**src/rtl/modexp_ctrl_if.sv**
```systemverilog
`default_nettype none
// ============================================================================
//  Module      : modexp_ctrl_if
//  Description : Handshake/operand bundle between the modular-exponentiation
//                sequencer and the shared modmult datapath.
//  Revision    : 1.0  initial release
// ============================================================================
interface modexp_ctrl_if #(
  parameter int MPWID = 32
);
  logic             mm_ds;
  logic [MPWID-1:0] mm_mpand;
  logic [MPWID-1:0] mm_mplier;
  logic [MPWID-1:0] mm_modulus;
  logic             mm_ready;
  logic [MPWID-1:0] mm_product;

  // Sequencer side: issues operations, consumes products
  modport master (
    output mm_ds,
    output mm_mpand,
    output mm_mplier,
    output mm_modulus,
    input  mm_ready,
    input  mm_product
  );

  // modmult side: consumes operands, returns products
  modport slave (
    input  mm_ds,
    input  mm_mpand,
    input  mm_mplier,
    input  mm_modulus,
    output mm_ready,
    output mm_product
  );
endinterface
`default_nettype wire

```
**src/rtl/modexp_ctrl.sv**
```systemverilog
`default_nettype none
// ============================================================================
//  Module      : modexp_ctrl
//  Description : Right-to-left binary square-and-multiply sequencer computing
//                base^exponent mod modulus with one shared modmult unit.
//                One modmult operation is in flight at a time; operands are
//                registered and held stable for the whole operation.
//  Revision    : 1.0  initial release
// ============================================================================
module modexp_ctrl #(
  parameter int MPWID = 32
) (
  input  wire logic             clk,
  input  wire logic             reset,
  input  wire logic             start,
  input  wire logic [MPWID-1:0] base,
  input  wire logic [MPWID-1:0] exponent,
  input  wire logic [MPWID-1:0] modulus,
  output logic                  busy,
  output logic                  done,
  output logic [MPWID-1:0]      result,
  modexp_ctrl_if.master         mm
);

  localparam logic [MPWID-1:0] c_one = {{(MPWID-1){1'b0}}, 1'b1};

  typedef enum logic [1:0] {
    S_IDLE  = 2'd0,
    S_ISSUE = 2'd1,
    S_WAIT  = 2'd2,
    S_DONE  = 2'd3
  } state_t;

  typedef enum logic {
    OP_MUL = 1'b0,
    OP_SQR = 1'b1
  } op_t;

  state_t           state_q;
  op_t              op_q;
  logic [MPWID-1:0] acc_q;
  logic [MPWID-1:0] sq_q;
  logic [MPWID-1:0] e_q;
  logic [MPWID-1:0] m_q;
  logic [MPWID-1:0] mpand_q;
  logic [MPWID-1:0] mplier_q;
  logic [MPWID-1:0] result_q;
  logic             ds_q;
  logic             busy_q;
  logic             done_q;
  logic             first_wait_q;

  // A remaining exponent above 1 means a higher set bit still needs squaring
  logic e_more;
  assign e_more = (e_q > c_one);

  // Sequencer: latches the request, issues MUL/SQR ops and collects products
  always_ff @(posedge clk) begin
    if (reset) begin
      state_q      <= S_IDLE;
      op_q         <= OP_MUL;
      acc_q        <= '0;
      sq_q         <= '0;
      e_q          <= '0;
      m_q          <= '0;
      mpand_q      <= '0;
      mplier_q     <= '0;
      result_q     <= '0;
      ds_q         <= 1'b0;
      busy_q       <= 1'b0;
      done_q       <= 1'b0;
      first_wait_q <= 1'b0;
    end else begin
      // Strobes are single-cycle unless re-armed below
      ds_q   <= 1'b0;
      done_q <= 1'b0;

      case (state_q)
        S_IDLE: begin
          if (start) begin
            m_q    <= modulus;
            sq_q   <= base;
            e_q    <= exponent;
            acc_q  <= c_one;
            busy_q <= 1'b1;
            if (exponent == '0) begin
              // x^0 = 1 without touching the multiplier
              result_q <= c_one;
              done_q   <= 1'b1;
              state_q  <= S_DONE;
            end else begin
              // Operands are loaded now so they are valid while ds is high
              if (exponent[0]) begin
                op_q    <= OP_MUL;
                mpand_q <= c_one;
              end else begin
                op_q    <= OP_SQR;
                mpand_q <= base;
              end
              mplier_q <= base;
              ds_q     <= 1'b1;
              state_q  <= S_ISSUE;
            end
          end
        end

        S_ISSUE: begin
          first_wait_q <= 1'b1;
          state_q      <= S_WAIT;
        end

        S_WAIT: begin
          if (first_wait_q) begin
            // modmult may still present the previous op's ready here
            first_wait_q <= 1'b0;
          end else if (mm.mm_ready) begin
            if (op_q == OP_MUL) begin
              acc_q <= mm.mm_product;
              if (!e_more) begin
                // No higher exponent bits: the trailing square is skipped
                result_q <= mm.mm_product;
                done_q   <= 1'b1;
                state_q  <= S_DONE;
              end else begin
                op_q     <= OP_SQR;
                mpand_q  <= sq_q;
                mplier_q <= sq_q;
                ds_q     <= 1'b1;
                state_q  <= S_ISSUE;
              end
            end else begin
              sq_q <= mm.mm_product;
              e_q  <= e_q >> 1;
              // e_q[1] becomes the new low bit after the shift
              if (e_q[1]) begin
                op_q     <= OP_MUL;
                mpand_q  <= acc_q;
                mplier_q <= mm.mm_product;
              end else begin
                op_q     <= OP_SQR;
                mpand_q  <= mm.mm_product;
                mplier_q <= mm.mm_product;
              end
              ds_q    <= 1'b1;
              state_q <= S_ISSUE;
            end
          end
        end

        S_DONE: begin
          busy_q  <= 1'b0;
          state_q <= S_IDLE;
        end

        default: begin
          state_q <= S_IDLE;
        end
      endcase
    end
  end

  assign busy          = busy_q;
  assign done          = done_q;
  assign result        = result_q;
  assign mm.mm_ds      = ds_q;
  assign mm.mm_mpand   = mpand_q;
  assign mm.mm_mplier  = mplier_q;
  assign mm.mm_modulus = m_q;

endmodule
`default_nettype wire

```
**src/flat_wrapper.sv**
```systemverilog
// flat-port wrapper written by rule: the top's interface ports become plain ports
module modexp_ctrl_flat 
#(
  parameter int MPWID = 32
)
  (clk, reset, start, base, exponent, modulus, busy, done, result, mm_mm_ds, mm_mm_mpand, mm_mm_mplier, mm_mm_modulus, mm_mm_ready, mm_mm_product);
  modexp_ctrl_if #(.MPWID(MPWID)) mm_i ();
  input  wire logic clk;
  input  wire logic reset;
  input  wire logic start;
  input  wire logic [MPWID-1:0] base;
  input  wire logic [MPWID-1:0] exponent;
  input  wire logic [MPWID-1:0] modulus;
  output logic busy;
  output logic done;
  output logic [MPWID-1:0] result;
  output wire logic [$bits(mm_i.mm_ds)-1:0] mm_mm_ds;
  output wire logic [$bits(mm_i.mm_mpand)-1:0] mm_mm_mpand;
  output wire logic [$bits(mm_i.mm_mplier)-1:0] mm_mm_mplier;
  output wire logic [$bits(mm_i.mm_modulus)-1:0] mm_mm_modulus;
  input wire logic [$bits(mm_i.mm_ready)-1:0] mm_mm_ready;
  input wire logic [$bits(mm_i.mm_product)-1:0] mm_mm_product;
  assign mm_mm_ds = mm_i.mm_ds;
  assign mm_mm_mpand = mm_i.mm_mpand;
  assign mm_mm_mplier = mm_i.mm_mplier;
  assign mm_mm_modulus = mm_i.mm_modulus;
  assign mm_i.mm_ready = mm_mm_ready;
  assign mm_i.mm_product = mm_mm_product;
  modexp_ctrl #(.MPWID(MPWID)) u_core (.clk(clk), .reset(reset), .start(start), .base(base), .exponent(exponent), .modulus(modulus), .busy(busy), .done(done), .result(result), .mm(mm_i));
endmodule
```
**config.mk**
```make
export PLATFORM = sky130hd
export DESIGN_NAME = modexp_ctrl_flat
export DESIGN_NICKNAME = d
export VERILOG_FILES = /design/src/rtl/modexp_ctrl_if.sv /design/src/rtl/modexp_ctrl.sv /design/src/flat_wrapper.sv
export SDC_FILE = /design/constraint.sdc
export NUM_CORES = 1
export LEC_CHECK = 0
export ABC_AREA = 1
export BUFFER_PORTS_ARGS = -buffer_cell sky130_fd_sc_hd__buf_2
export CORE_MARGIN = 3
export CORE_UTILIZATION = 30
export CTS_CLUSTER_SIZE = 12
export DETAILED_ROUTE_END_ITERATION = 6
export PLACE_DENSITY = 0.48
export SYNTH_ARGS = -nofsm -noshare
export SYNTH_HDL_FRONTEND = slang
export SYNTH_SLANG_ARGS = --single-unit
export TNS_END_PERCENT = 30
```
**constraint.sdc**
```tcl
create_clock -name clk -period 3.4 [get_ports clk]
set_clock_uncertainty 0.2 [all_clocks]
set_input_delay 0.17 -clock clk [delete_from_list [all_inputs] [get_ports clk]]
set_output_delay 0.17 -clock clk [all_outputs]
set_load 0.03 [all_outputs]
```
==> metrics.cfg <==
[critical_path]
crit_buf_inv=4
cp_top_family=buffers and inverters
path_max_fanout=46
critical_path.startpoint_type=flip-flop
slowest_delay_ns=0.58
r2r-start=u_core.state_q[1]$_SDFFE_PP0P_
end_kind=flip-flop
criticalPathCategory=reg -> reg
r2r-end=u_core.sq_q[22]$_SDFFE_PP0P_
cp_slowest_cell=dlygate4sd3_1
rrSetupSlack_ns=0.37
worstRegToRegCells=11
cp.required_ns=3.70
cpMostUsedCell=nand2_1
cp.arrival_ns=3.34
path_cells=inv_1 > ha_1 > nand2_1 > nand3b_4 > nor2_4 > nand2_1 > inv_4 > buf_12 > o21ai_0 > a31oi_1 > dlygate4sd3_1

[power]
power.total_w=0.0125
intPower_w=0.00709
leakage_nw=7.90
p_switching_w=0.00542
power_frac_seq=0.329
combPwrFrac=0.443
pwr_density_cell_mw_per_mm2=813
vdd.ir_drop.worst_uv=386
switching_share=0.433
clockPowerShare=0.229

[routing]
wl_per_cell_um=16.2
dr.pass1.iters=5
vias_per_cell=4.73
finalWirelength_um=42200
num_vias=12300
drc_errors=0
antenna_left=0
drt_iter0_markers=756

[synth]
synth_largest_area_cell=dfxtp_1
synth-edff-count=0
netlist_area_mm2=0.0113
postSynth.asyncResetShare=0
ys_types=26
post_synth.cell_area_avg_um2=6.40
synth_area_leaders=dfxtp_1, nand2_1, nor2_1
synth_top_area_frac=0.409
netlist_instances=1759
synth_flop_cell=dfxtp_1
synth_seq_cells=230
ys_seq_area_frac=0.409
yosysWarnings=0
synth_nets=1894

[floorplanning]
die_area_mm2=0.0399
core-area_mm2=0.0368
die_h_um=200
core.rowCount=70
ioPinCount=263
dieWidth_um=200
initial_core_util=0.306

[cells_and_area]
finalNetCount=2251
fin_area_mm2=0.0154
num-fill-cells=3904
final_common_cell=nand2_1
regArea_mm2=0.00460
layout-drive-gt1-share=0.163
area_growth_pct=36.6
multi_input_area_mm2=0.00533
final_cell_mix=nand2_1, nor2_1, buf_2

[sta]
fin_crit_ns=3.03
maxSlewViolCount=0
max_freq_mhz=330
fin_ws_ns=0.366
fin_hold_ws_ns=0.156
relSlewSlack=0.332
tns_ns=0
period_share=0.892
hold_violations=0
worst_pin_slew_ns=0.997
setup_viol=0
rsz0062_at_grt=no

[grt]
grt_use_total=0.206
grt_pass1_wl_um=65400
grt_max_degree=120
antenna_found_initial=3
grt_pass1_vias=11600
globalRoute.totalOverflow=0

[clocking]
cts_inserted_buffers=29
clk_pin_slew_ns=0.06
clk_latency_ns=0.57
clock-sinks=230
cts_tree=yes
cts_setup_buffers=0
cts_root_buf=clkbuf_16
cts_buffer_depth=3
cts_max_level=1

[placement]
place_area_mm2=0.0129
io_buffers=262
place_ws_ns=0.712
dp_hpwl_um=27400
gp_congestion=0.794

[min_path]
worstHoldEndpoint=u_core.mm.mm_ds$_SDFF_PP0_
whs_path_depth=7
hold_start=exponent[0]
hold_class=in -> reg

[flow_run]
cap_violations=0

[status]
status=completed

[cells by family after synthesis]
kind of cell,synth area share
buf+inv,0.120
compound gates,0.164
simple gates,0.304
flops,0.409
fa+ha+maj,0.00334
[cell usage after synthesis (3+ instances only)]
master / n
buf_1: 12
o21ai_0: 147
dfxtp_1: 230
ha_1: 3
clkbuf_1: 64
nand3_1: 4
o21ai_1: 9
nor3_1: 9
nand2_1: 469
a31oi_1: 57
buf_2: 49
nor2_2: 3
inv_1: 208
nor2_1: 270
nand4_1: 80
a211oi_1: 5
a21oi_1: 126
[worst max-delay path by stage]
stage	slack, ns	cells after the start	from	endpoint
after floorplan	1.34	11	u_core.state_q[0]$_SDFFE_PP0P_	u_core.result[13]$_SDFFE_PP0P_
after global placement	0.72	6	u_core.state_q[1]$_SDFFE_PP0P_	u_core.busy$_SDFFE_PP0P_
after detailed placement	0.71	9	u_core.state_q[0]$_SDFFE_PP0P_	u_core.result[11]$_SDFFE_PP0P_
after CTS	0.25	11	u_core.state_q[0]$_SDFFE_PP0P_	u_core.sq_q[30]$_SDFFE_PP0P_
after global routing	0.13	11	u_core.state_q[1]$_SDFFE_PP0P_	u_core.sq_q[22]$_SDFFE_PP0P_
final	0.37	11	u_core.state_q[1]$_SDFFE_PP0P_	u_core.sq_q[22]$_SDFFE_PP0P_
[final cells by class]
type                            instances  area share
Clock buffer                           41      0.0540
Inverter                              211      0.0521
Antenna cell                            1    0.000163
Timing Repair Buffer                  453       0.208
Sequential cell                       230       0.299
Clock inverter                          5     0.00187
Multi-Input combinational cell       1191       0.346
Tap cell                              468      0.0381
[worst min-delay path, cell delays in order]
cell and delay (ns):
buf_2 0.09, nor2_1 0.03, nand2_1 0.05, nor2_1 0.06, nand2_2 0.15, o21ai_0 0.11
a21oi_1 0.18
[stage by stage]
step,cells,utilization
after floorplan,1759,-
after global placement,2391,0.351
after detailed placement,2391,0.351
after CTS,2599,0.418
after global routing,2600,0.418
final,2600,0.418
[power by group through the flow]
stage | logic [W] | registers, W | clock network [W]
2_1_floorplan | 0.00293 | 0.00491 | 0
3_3_place_gp | 0.00519 | 0.00414 | 0
3_5_place_dp | 0.00523 | 0.00415 | 0
4_1_cts | 0.00556 | 0.00411 | 0.00294
5_1_grt | 0.00623 | 0.00421 | 0.00305
6_report | 0.00554 | 0.00411 | 0.00286
[routing by layer]
layer	track usage	vias to the layer above	wire [µm]	share of wire
met2	0.313	419	17900	0.42
met5	0	-	21	0.00050
met3	0.0477	67	3150	0.075
met1	0.295	5495	20100	0.48
li1	-	6319	-	-
met4	0.0527	4	1080	0.026
[state kept, by name, summed over array words and instances, names as in the netlist]
signal and count:
u_core.result 32, u_core.busy 1, u_core.op_q 1, u_core.mm.mm_mpand 32
u_core.e_q 31, u_core.sq_q 32, u_core.mm.mm_modulus 32, u_core.first_wait_q 1
u_core.mm.mm_mplier 32, u_core.state_q 2, u_core.done 1, u_core.acc_q 32
u_core.mm.mm_ds 1
[repair_timing]
action | 4_1_cts | 5_1_grt
endpoints found under the hold margin | 223 | 0
endpoints found under the setup margin | 0 | 2
hold buffers | 162 | 0
gates resized for setup | 0 | 1
(Power assumes the default switching activity.)
